$ cat config.mk
export PLATFORM = sky130hd
export DESIGN_NAME = int_seq_ctrl
export DESIGN_NICKNAME = d
export VERILOG_FILES = /design/src/rtl/int_seq_ctrl.sv
export SDC_FILE = /design/constraint.sdc
export NUM_CORES = 1
export LEC_CHECK = 0
export BUFFER_PORTS_ARGS = -buffer_cell sky130_fd_sc_hd__buf_2
export CAP_MARGIN = 5
export CORE_UTILIZATION = 35
export CTS_BUF_LIST = sky130_fd_sc_hd__clkbuf_8 sky130_fd_sc_hd__clkbuf_16
export CTS_CLUSTER_DIAMETER = 30
export DETAILED_ROUTE_END_ITERATION = 16
export GPL_ROUTABILITY_DRIVEN = 0
export PLACE_DENSITY_LB_ADDON = 0.3
export SLEW_MARGIN = 0
export SYNTH_ARGS = -nofsm -noshare
export SYNTH_HDL_FRONTEND = slang
export SYNTH_SLANG_ARGS = --single-unit
$ cat constraint.sdc
create_clock -name CPUClock -period 1.7 [get_ports CPUClock]
set_clock_uncertainty 0.15 [all_clocks]
set_input_delay 0.17 -clock CPUClock [delete_from_list [all_inputs] [get_ports CPUClock]]
set_output_delay 0.17 -clock CPUClock [all_outputs]
set_load 0.05 [all_outputs]
$ cat src/rtl/int_seq_ctrl.sv
// int_seq_ctrl: 8051 interrupt entry/exit sequencer.
// Accepts a request at an instruction boundary, acks the encoder,
// performs the hardware LCALL (push PCL, push PCH, jump to vector)
// while stalling fetch, and pulses RTI when RETI retires.
//
// Ports:
//   CPUClock, RESET_N       clock, async active-low reset
//   INT_REQ, VECTOR         encoder request and vector index
//   INSTR_END, BLOCK        instruction retire / entry inhibit
//   RETI_EXEC               retiring instruction is RETI
//   PC, SP                  return address, current stack pointer
//   STALL, BUSY             fetch hold, sequencer not idle
//   MEM_WE/ADDR/WDATA       internal RAM push port
//   SP_LD, SP_NEXT          stack pointer update
//   PC_LD, PC_NEXT          vector jump
//   IACK, RTI               one-cycle pulses to the encoder
//   NEST_ERR                sticky nesting error (optional)
//
// Optional feature: define INT_SEQ_NEST_CHK_EN to add a nesting
// depth counter and the NEST_ERR output.

module int_seq_ctrl #(
    parameter logic [15:0] VEC_BASE   = 16'h0003,
    parameter int          VEC_STRIDE = 8
) (
    input  logic        CPUClock,
    input  logic        RESET_N,
    input  logic        INT_REQ,
    input  logic [2:0]  VECTOR,
    input  logic        INSTR_END,
    input  logic        BLOCK,
    input  logic        RETI_EXEC,
    input  logic [15:0] PC,
    input  logic [7:0]  SP,
    output logic        STALL,
    output logic        MEM_WE,
    output logic [7:0]  MEM_ADDR,
    output logic [7:0]  MEM_WDATA,
    output logic        SP_LD,
    output logic [7:0]  SP_NEXT,
    output logic        PC_LD,
    output logic [15:0] PC_NEXT,
    output logic        IACK,
    output logic        RTI,
`ifdef INT_SEQ_NEST_CHK_EN
    output logic        NEST_ERR,
`endif
    output logic        BUSY
);

    typedef enum logic [2:0] {
        S_IDLE,
        S_ACK,
        S_PUSH_L,
        S_PUSH_H,
        S_JUMP
    } state_t;

    state_t      state_q, state_d;
    logic        accept;
    logic        rti_req;
    logic        rti_d;

    logic [2:0]  vec_q;
    logic [15:0] pc_q;
    logic [7:0]  sp_q;

    logic        stall_d;
    logic        mem_we_d;
    logic [7:0]  mem_addr_d;
    logic [7:0]  mem_wdata_d;
    logic        sp_ld_d;
    logic [7:0]  sp_next_d;
    logic        pc_ld_d;
    logic [15:0] pc_next_d;
    logic        iack_d;

    logic [7:0]  sp_p1;
    logic [7:0]  sp_p2;
    logic [15:0] vec_addr;

    // Stack wraps modulo 256 with no overflow indication.
    assign sp_p1    = sp_q + 8'd1;
    assign sp_p2    = sp_q + 8'd2;
    assign vec_addr = VEC_BASE + (16'(vec_q) * 16'(VEC_STRIDE));

    assign rti_req  = INSTR_END & RETI_EXEC;

    // Next-state logic. Requests seen while busy are dropped; the
    // encoder keeps the level asserted until it is acknowledged.
    always_comb begin
        state_d = state_q;
        accept  = 1'b0;
        unique case (state_q)
            S_IDLE: begin
                if (INSTR_END && INT_REQ && !BLOCK) begin
                    accept  = 1'b1;
                    state_d = S_ACK;
                end
            end
            S_ACK:    state_d = S_PUSH_L;
            S_PUSH_L: state_d = S_PUSH_H;
            S_PUSH_H: state_d = S_JUMP;
            S_JUMP:   state_d = S_IDLE;
            default:  state_d = S_IDLE;
        endcase
    end

    // Outputs are decoded from the next state so that they appear
    // registered in the same cycle as the state they belong to.
    always_comb begin
        stall_d     = 1'b0;
        mem_we_d    = 1'b0;
        mem_addr_d  = 8'h00;
        mem_wdata_d = 8'h00;
        sp_ld_d     = 1'b0;
        sp_next_d   = 8'h00;
        pc_ld_d     = 1'b0;
        pc_next_d   = 16'h0000;
        iack_d      = 1'b0;
        unique case (state_d)
            S_IDLE: begin
            end
            S_ACK: begin
                stall_d = 1'b1;
                iack_d  = 1'b1;
            end
            S_PUSH_L: begin
                stall_d     = 1'b1;
                mem_we_d    = 1'b1;
                mem_addr_d  = sp_p1;
                mem_wdata_d = pc_q[7:0];
            end
            S_PUSH_H: begin
                stall_d     = 1'b1;
                mem_we_d    = 1'b1;
                mem_addr_d  = sp_p2;
                mem_wdata_d = pc_q[15:8];
                sp_ld_d     = 1'b1;
                sp_next_d   = sp_p2;
            end
            S_JUMP: begin
                stall_d   = 1'b1;
                pc_ld_d   = 1'b1;
                pc_next_d = vec_addr;
            end
            default: begin
            end
        endcase
    end

`ifdef INT_SEQ_NEST_CHK_EN
    logic [1:0] nest_q, nest_d;
    logic       nest_err_d;

    // Depth counter: +1 on entry (saturating at 2), -1 per RTI.
    // An RETI with nothing outstanding is swallowed and flagged.
    always_comb begin
        rti_d      = rti_req && (nest_q != 2'd0);
        nest_err_d = NEST_ERR;
        nest_d     = nest_q;
        if (rti_req && (nest_q == 2'd0))
            nest_err_d = 1'b1;
        if (accept && (nest_q == 2'd2))
            nest_err_d = 1'b1;
        if (accept && !rti_d) begin
            if (nest_q != 2'd2)
                nest_d = nest_q + 2'd1;
        end else if (rti_d && !accept) begin
            nest_d = nest_q - 2'd1;
        end
    end

    always_ff @(posedge CPUClock or negedge RESET_N) begin
        if (!RESET_N) begin
            nest_q   <= 2'd0;
            NEST_ERR <= 1'b0;
        end else begin
            nest_q   <= nest_d;
            NEST_ERR <= nest_err_d;
        end
    end
`else
    always_comb begin
        rti_d = rti_req;
    end
`endif

    always_ff @(posedge CPUClock or negedge RESET_N) begin
        if (!RESET_N) begin
            state_q   <= S_IDLE;
            vec_q     <= 3'd0;
            pc_q      <= 16'h0000;
            sp_q      <= 8'h00;
            STALL     <= 1'b0;
            MEM_WE    <= 1'b0;
            MEM_ADDR  <= 8'h00;
            MEM_WDATA <= 8'h00;
            SP_LD     <= 1'b0;
            SP_NEXT   <= 8'h00;
            PC_LD     <= 1'b0;
            PC_NEXT   <= 16'h0000;
            IACK      <= 1'b0;
            RTI       <= 1'b0;
            BUSY      <= 1'b0;
        end else begin
            state_q <= state_d;
            // The encoder drops VECTOR while IACK is high, so the
            // request context is captured on the accepting edge.
            if (accept) begin
                vec_q <= VECTOR;
                pc_q  <= PC;
                sp_q  <= SP;
            end
            STALL     <= stall_d;
            MEM_WE    <= mem_we_d;
            MEM_ADDR  <= mem_addr_d;
            MEM_WDATA <= mem_wdata_d;
            SP_LD     <= sp_ld_d;
            SP_NEXT   <= sp_next_d;
            PC_LD     <= pc_ld_d;
            PC_NEXT   <= pc_next_d;
            IACK      <= iack_d;
            RTI       <= rti_d;
            BUSY      <= (state_d != S_IDLE);
        end
    end

endmodule

# Word level (Yosys, flattened, before mapping)
# Index checks and enable logic that the tools add are counted.
[totals] ff_bits=77 input_bits=33 out_inout_bits=47 elab_cells=46
[op_classes] addsub=3 eq_ne=7 mux=13 n_bitwise=1 n_reduce_logical=7
[op_table] op="one-hot mux 8 bit (2 select lines)" n=2
[op_table] op="equality test 3 x 2 -> 1 bit, second input constant" n=4
[op_table] op="one-hot mux 3 bit (4 select lines)" n=1
[op_table] op="adder 8 x 1 -> 8 bit, second input constant" n=1
[op_table] op="adder 8 x 2 -> 8 bit, second input constant" n=1
[op_table] op="two-way mux 8 bit" n=1
[op_table] op="adder 2 x 6 -> 7 bit, first input constant" n=1
[op_table] op="two-way mux 1 bit" n=7
[op_table] op="two-way mux 7 bit" n=1
[op_table] op="equality test 3 x 1 -> 1 bit, second input constant" n=2
[op_table] op="OR reduction 4 bit" n=1
[op_table] op="equality test 3 bit, second input constant" n=1
[op_table] op="logical NOT 3 bit" n=1
[op_table] op="two-way mux 3 bit" n=1
[op_table] op="nonzero test 3 bit" n=1
[op_table] op="logical AND 1 bit" n=2
[op_table] op="OR reduction 2 bit" n=1
[op_table] op="AND 1 bit" n=1
[op_table] op="logical NOT 1 bit" n=1

# Longest topological paths before layout
[logic_depth] depth_word=7 depth_mapped=8

# Worst setup path before layout
# OpenSTA, ideal clock, no wires.
[synth_timing] path_type="register to register" startpoint="reg state_q[0]" endpoint="reg MEM_ADDR[4]" t_arrival_ns=1.430 slack_ns=-0.005 stages_incl_launch_ff=6 path_buffers=2 cell_sequence="dfrtp_1 > or4_1 > buf_2 > buf_6 > a311oi_2 > nor3_1"
[synth_via] elab_chain_len=4 word_cells_on_any_way=9
[synth_rtl] element="start: declaration" line="59" text="state_t state_q, state_d;"
[synth_rtl] element="start signal: assignment" line="207" text="state_q <= state_d;"
[synth_rtl] element="equality test 3 x 2 -> 1 bit, or another cell as far along" line="94" text="unique case (state_q)"
[synth_rtl] element="one-hot mux 3 bit (4 select lines) *" line="94"
[synth_rtl] element="equality test 3 x 2 -> 1 bit" line="121" text="unique case (state_d)"
[synth_rtl] element="one-hot mux 8 bit (2 select lines) *" line="121"
[synth_rtl] element="via mem_addr_d[4]" line="70" text="logic [7:0] mem_addr_d;"
[synth_rtl] element="end signal: assignment" line="217" text="MEM_ADDR <= mem_addr_d;"
[synth_rtl] element="end: declaration" line="37" text="output logic [7:0] MEM_ADDR,"
# Mark *: on every way through the listed nets, which the timed path passes. The rest lies on a longest branch.
# A chain may end at the register's enable or synchronous reset.

# Worst setup path after layout
# Same ends and word-level chain as after synthesis.

==> flow_summary.toml <==
[run_status]
outcome = "finished, final reports clean"

[pwr]
peakVddDrop_mv = 0.687
internal-power_w = 0.00391
sequentialPowerShare_pct = 35.8
p_comb_share_pct = 45.1
finalPower_w = 0.00694
clkPwrFrac_pct = 19.1
switching_share_pct = 43.7
switching_power_w = 0.00303
p_leak_nw = 2.01
power_density_nw_per_um2 = 1870

[synthesis]
yosysSeqAreaShare_pct = 61.1
yosys-top-cells-area = "dfrtp_1 (61%), nand2_1 (12%), buf_4 (3.7%), nor2_1 (3.2%), a22oi_1 (2.3%)"
synth.top_cell.area_share_pct = 61.1
synthArstFlopShare_pct = 100
synth-edff-count = 0
syn_area_um2 = 2620
synthMuxAreaShare_pct = 0
synthAdderAreaFrac_pct = 0.955
synth_top_family_by_area = "simple AND/OR/NAND/NOR gates"
synth_cell_types = 35
ys.flop_type = "dfrtp_1"
synth-compound-area-share_pct = 5.58
ys_ff_latch = 64
synth_xor_xnor_area_share_pct = 3.01
avgSynthCellArea_um2 = 10.1
syn_inst = 260
synth-simple-area-share_pct = 21.7
ys.warnings.count = 0
synth_largest_area_cell = "dfrtp_1"

[setup_path]
max_stage_delay_ns = 0.41
path_class = "flip-flop to flip-flop"
path_cells = "buf_6, or3b_4, buf_6, a311oi_2, nor3_1"
crit_slowest_cell = "dfrtp_1"
r2r-start = "state_q[0]"
startpoint_type = "flip-flop"
cp.required_ns = 1.77
crit_start = "state_q[0]"
end_kind = "flip-flop"
cp_common_cell = "buf_6"
arrival_ns = 1.71
cp_max_fo = 5

[sta]
finalSetupViolations = 0
grt_setup_unrepaired = "false"
tns_ns = 0
drv_slew = 0
timing.final.crit_share_pct = 96.5
period_needed_ns = 1.64
hold_violations = 0
fmax_ghz = 0.609

[cells_and_area]
drive_gt1_share_pct = 30.3
final_cell_mix = "nand2_1 (86), buf_2 (68), dfrtp_1 (63), dlygate4sd3_1 (30), nor2_1 (21)"
diodes = 0
final_common_cell = "nand2_1"
area_delta_synth_final_pct = 41.6
num-nets-final = 409
n_fill_cell = 696

[floorplanning]
die_height_um = 88.5
core_um2 = 7250
dieArea_um2 = 7840
die_w_um = 88.5
initial_core_util_pct = 36.1
ios = 80
rows = 31

[clock_tree]
cts_buffers = 9
ctsHtreeMaxLevel = 3
clk_latency_ns = 0.34
cts.path.max_buffers = 2
cts_tree = "yes"
clk_pin_slew_ns = 0.07
clock-sinks = 64
cts-root-buf = "clkbuf_8"

[global_routing]
first_global_vias = 1864
antenna_found_initial = 0
grt_max_degree = 65
grt_util_all_layers_pct = 15.7
grt_pass1_wl_um = 8940
grt_remaining_overflow = 0

[routing]
ant_nets = 0
avgRoutedWirePerCell_um = 11.9
drcViolationCount = 0
vias_per_cell = 4.32
vias = 2065
first_pass_iters = 4
wirelength_um = 5700
drt_iter0_markers = 68

[place]
dp_hpwl_um = 3790
io_buffer_count = 68

[min_path]
hold_start = "BLOCK"
hold_class = "input port to flip-flop"

[run]
drv_cap = 0
[critical path, delay by kind of cell, from the launching register on]
family	cells	cell delay (ns)
compound gates	1	0.22
buf+inv	2	0.28
simple gates	2	0.46
flops	1	0.41
[synthesized netlist by cell type (all sizes together), types with 4 or more instances]
cell type / n
inv: 4
buf: 18
nand2: 86
and2: 5
nand3: 4
clkbuf: 8
a21oi: 5
dfrtp: 64
xor2: 6
nor2: 22
a22oi: 8
[final cells by class]
class / count / area [um^2] / share of cell area, %
Sequential cell: 64 / 1600 / 43.2
Multi-Input combinational cell: 175 / 883 / 23.8
Timing Repair Buffer: 119 / 876 / 23.6
Clock buffer: 11 / 151 / 4.08
Tap cell: 99 / 124 / 3.34
Clock inverter: 5 / 55.1 / 1.48
Inverter: 5 / 20.0 / 0.539
[timing repair]
item | in CTS | in global routing
buffers inserted | 0 | 1
pin swaps | 0 | 3
hold buffers | 30 | 0
gates resized for setup | 1 | 12
setup endpoints to repair | 2 | 35
hold endpoints to repair | 92 | 0
[sequential cells by signal, summed over array words and instances, names as in the netlist]
signal and cells:
PC_NEXT 4, IACK 1, MEM_WDATA 8, sp_q 8, vec_q 3, SP_NEXT 8
RTI 1, BUSY 1, SP_LD 1, MEM_WE 1, STALL 1, state_q 3
pc_q 16, MEM_ADDR 8
[stage by stage]
stage	utilization (%)	cells	setup WS, ns	hold slack (ns)	cell area (um^2)
global route	51.2	478	0.000708	0.0816	3710
floorplan	-	270	0.0131	-0.276	2660
global placement	43.5	431	0.00822	0.0445	3160
CTS	50.6	477	-0.000343	0.0174	3670
finish	51.2	478	0.0588	0.0501	3710
detailed placement	43.5	431	-0.00245	0.0556	3160
[path summary, 6_finish.rpt]
check | to | cells past startpoint | slack (ns)
setup / recovery | MEM_ADDR[4] | 5 | 0.06
min in group asynchronous | IACK | 3 | 0.21
hold reg to reg | vec_q[1] | 2 | 0.31
setup reg to reg | MEM_ADDR[4] | 5 | 0.06
hold / removal | BUSY | 3 | 0.05
max in group asynchronous | sp_q[1] | 3 | 0.91
[power by group through the flow]
stage          registers (W)  clock network, W  logic, W
2_1_floorplan        0.00351                 0   0.00113
3_3_place_gp         0.00249                 0   0.00297
3_5_place_dp         0.00251                 0   0.00300
4_1_cts              0.00248           0.00137   0.00307
5_1_grt              0.00256           0.00142   0.00340
6_report             0.00249           0.00132   0.00313
[kinds of logic (layout without fill, tap and decap cells)]
group,after synthesis,count (layout)
and+or+nand+nor,133,133
DFF,64,64
buffers and inverters,31,140
AOI/OAI and AO/OA,20,20
xor gates and xnor gates,9,9
adders and majority gates,2,2
other,1,11
[metal layers]
| layer | global-route usage, % | wire length [um] | vias to the layer above |
|---|---|---|---|
| met3 | 4.01 | 314 | 9 |
| met1 | 21.1 | 2670 | 957 |
| li1 | - | - | 1035 |
| met4 | 8.36 | 119 | 0 |
| met5 | 0 | 0 | - |
| met2 | 23.4 | 2590 | 64 |
No activity file was read; power rests on OpenSTA's default activity.
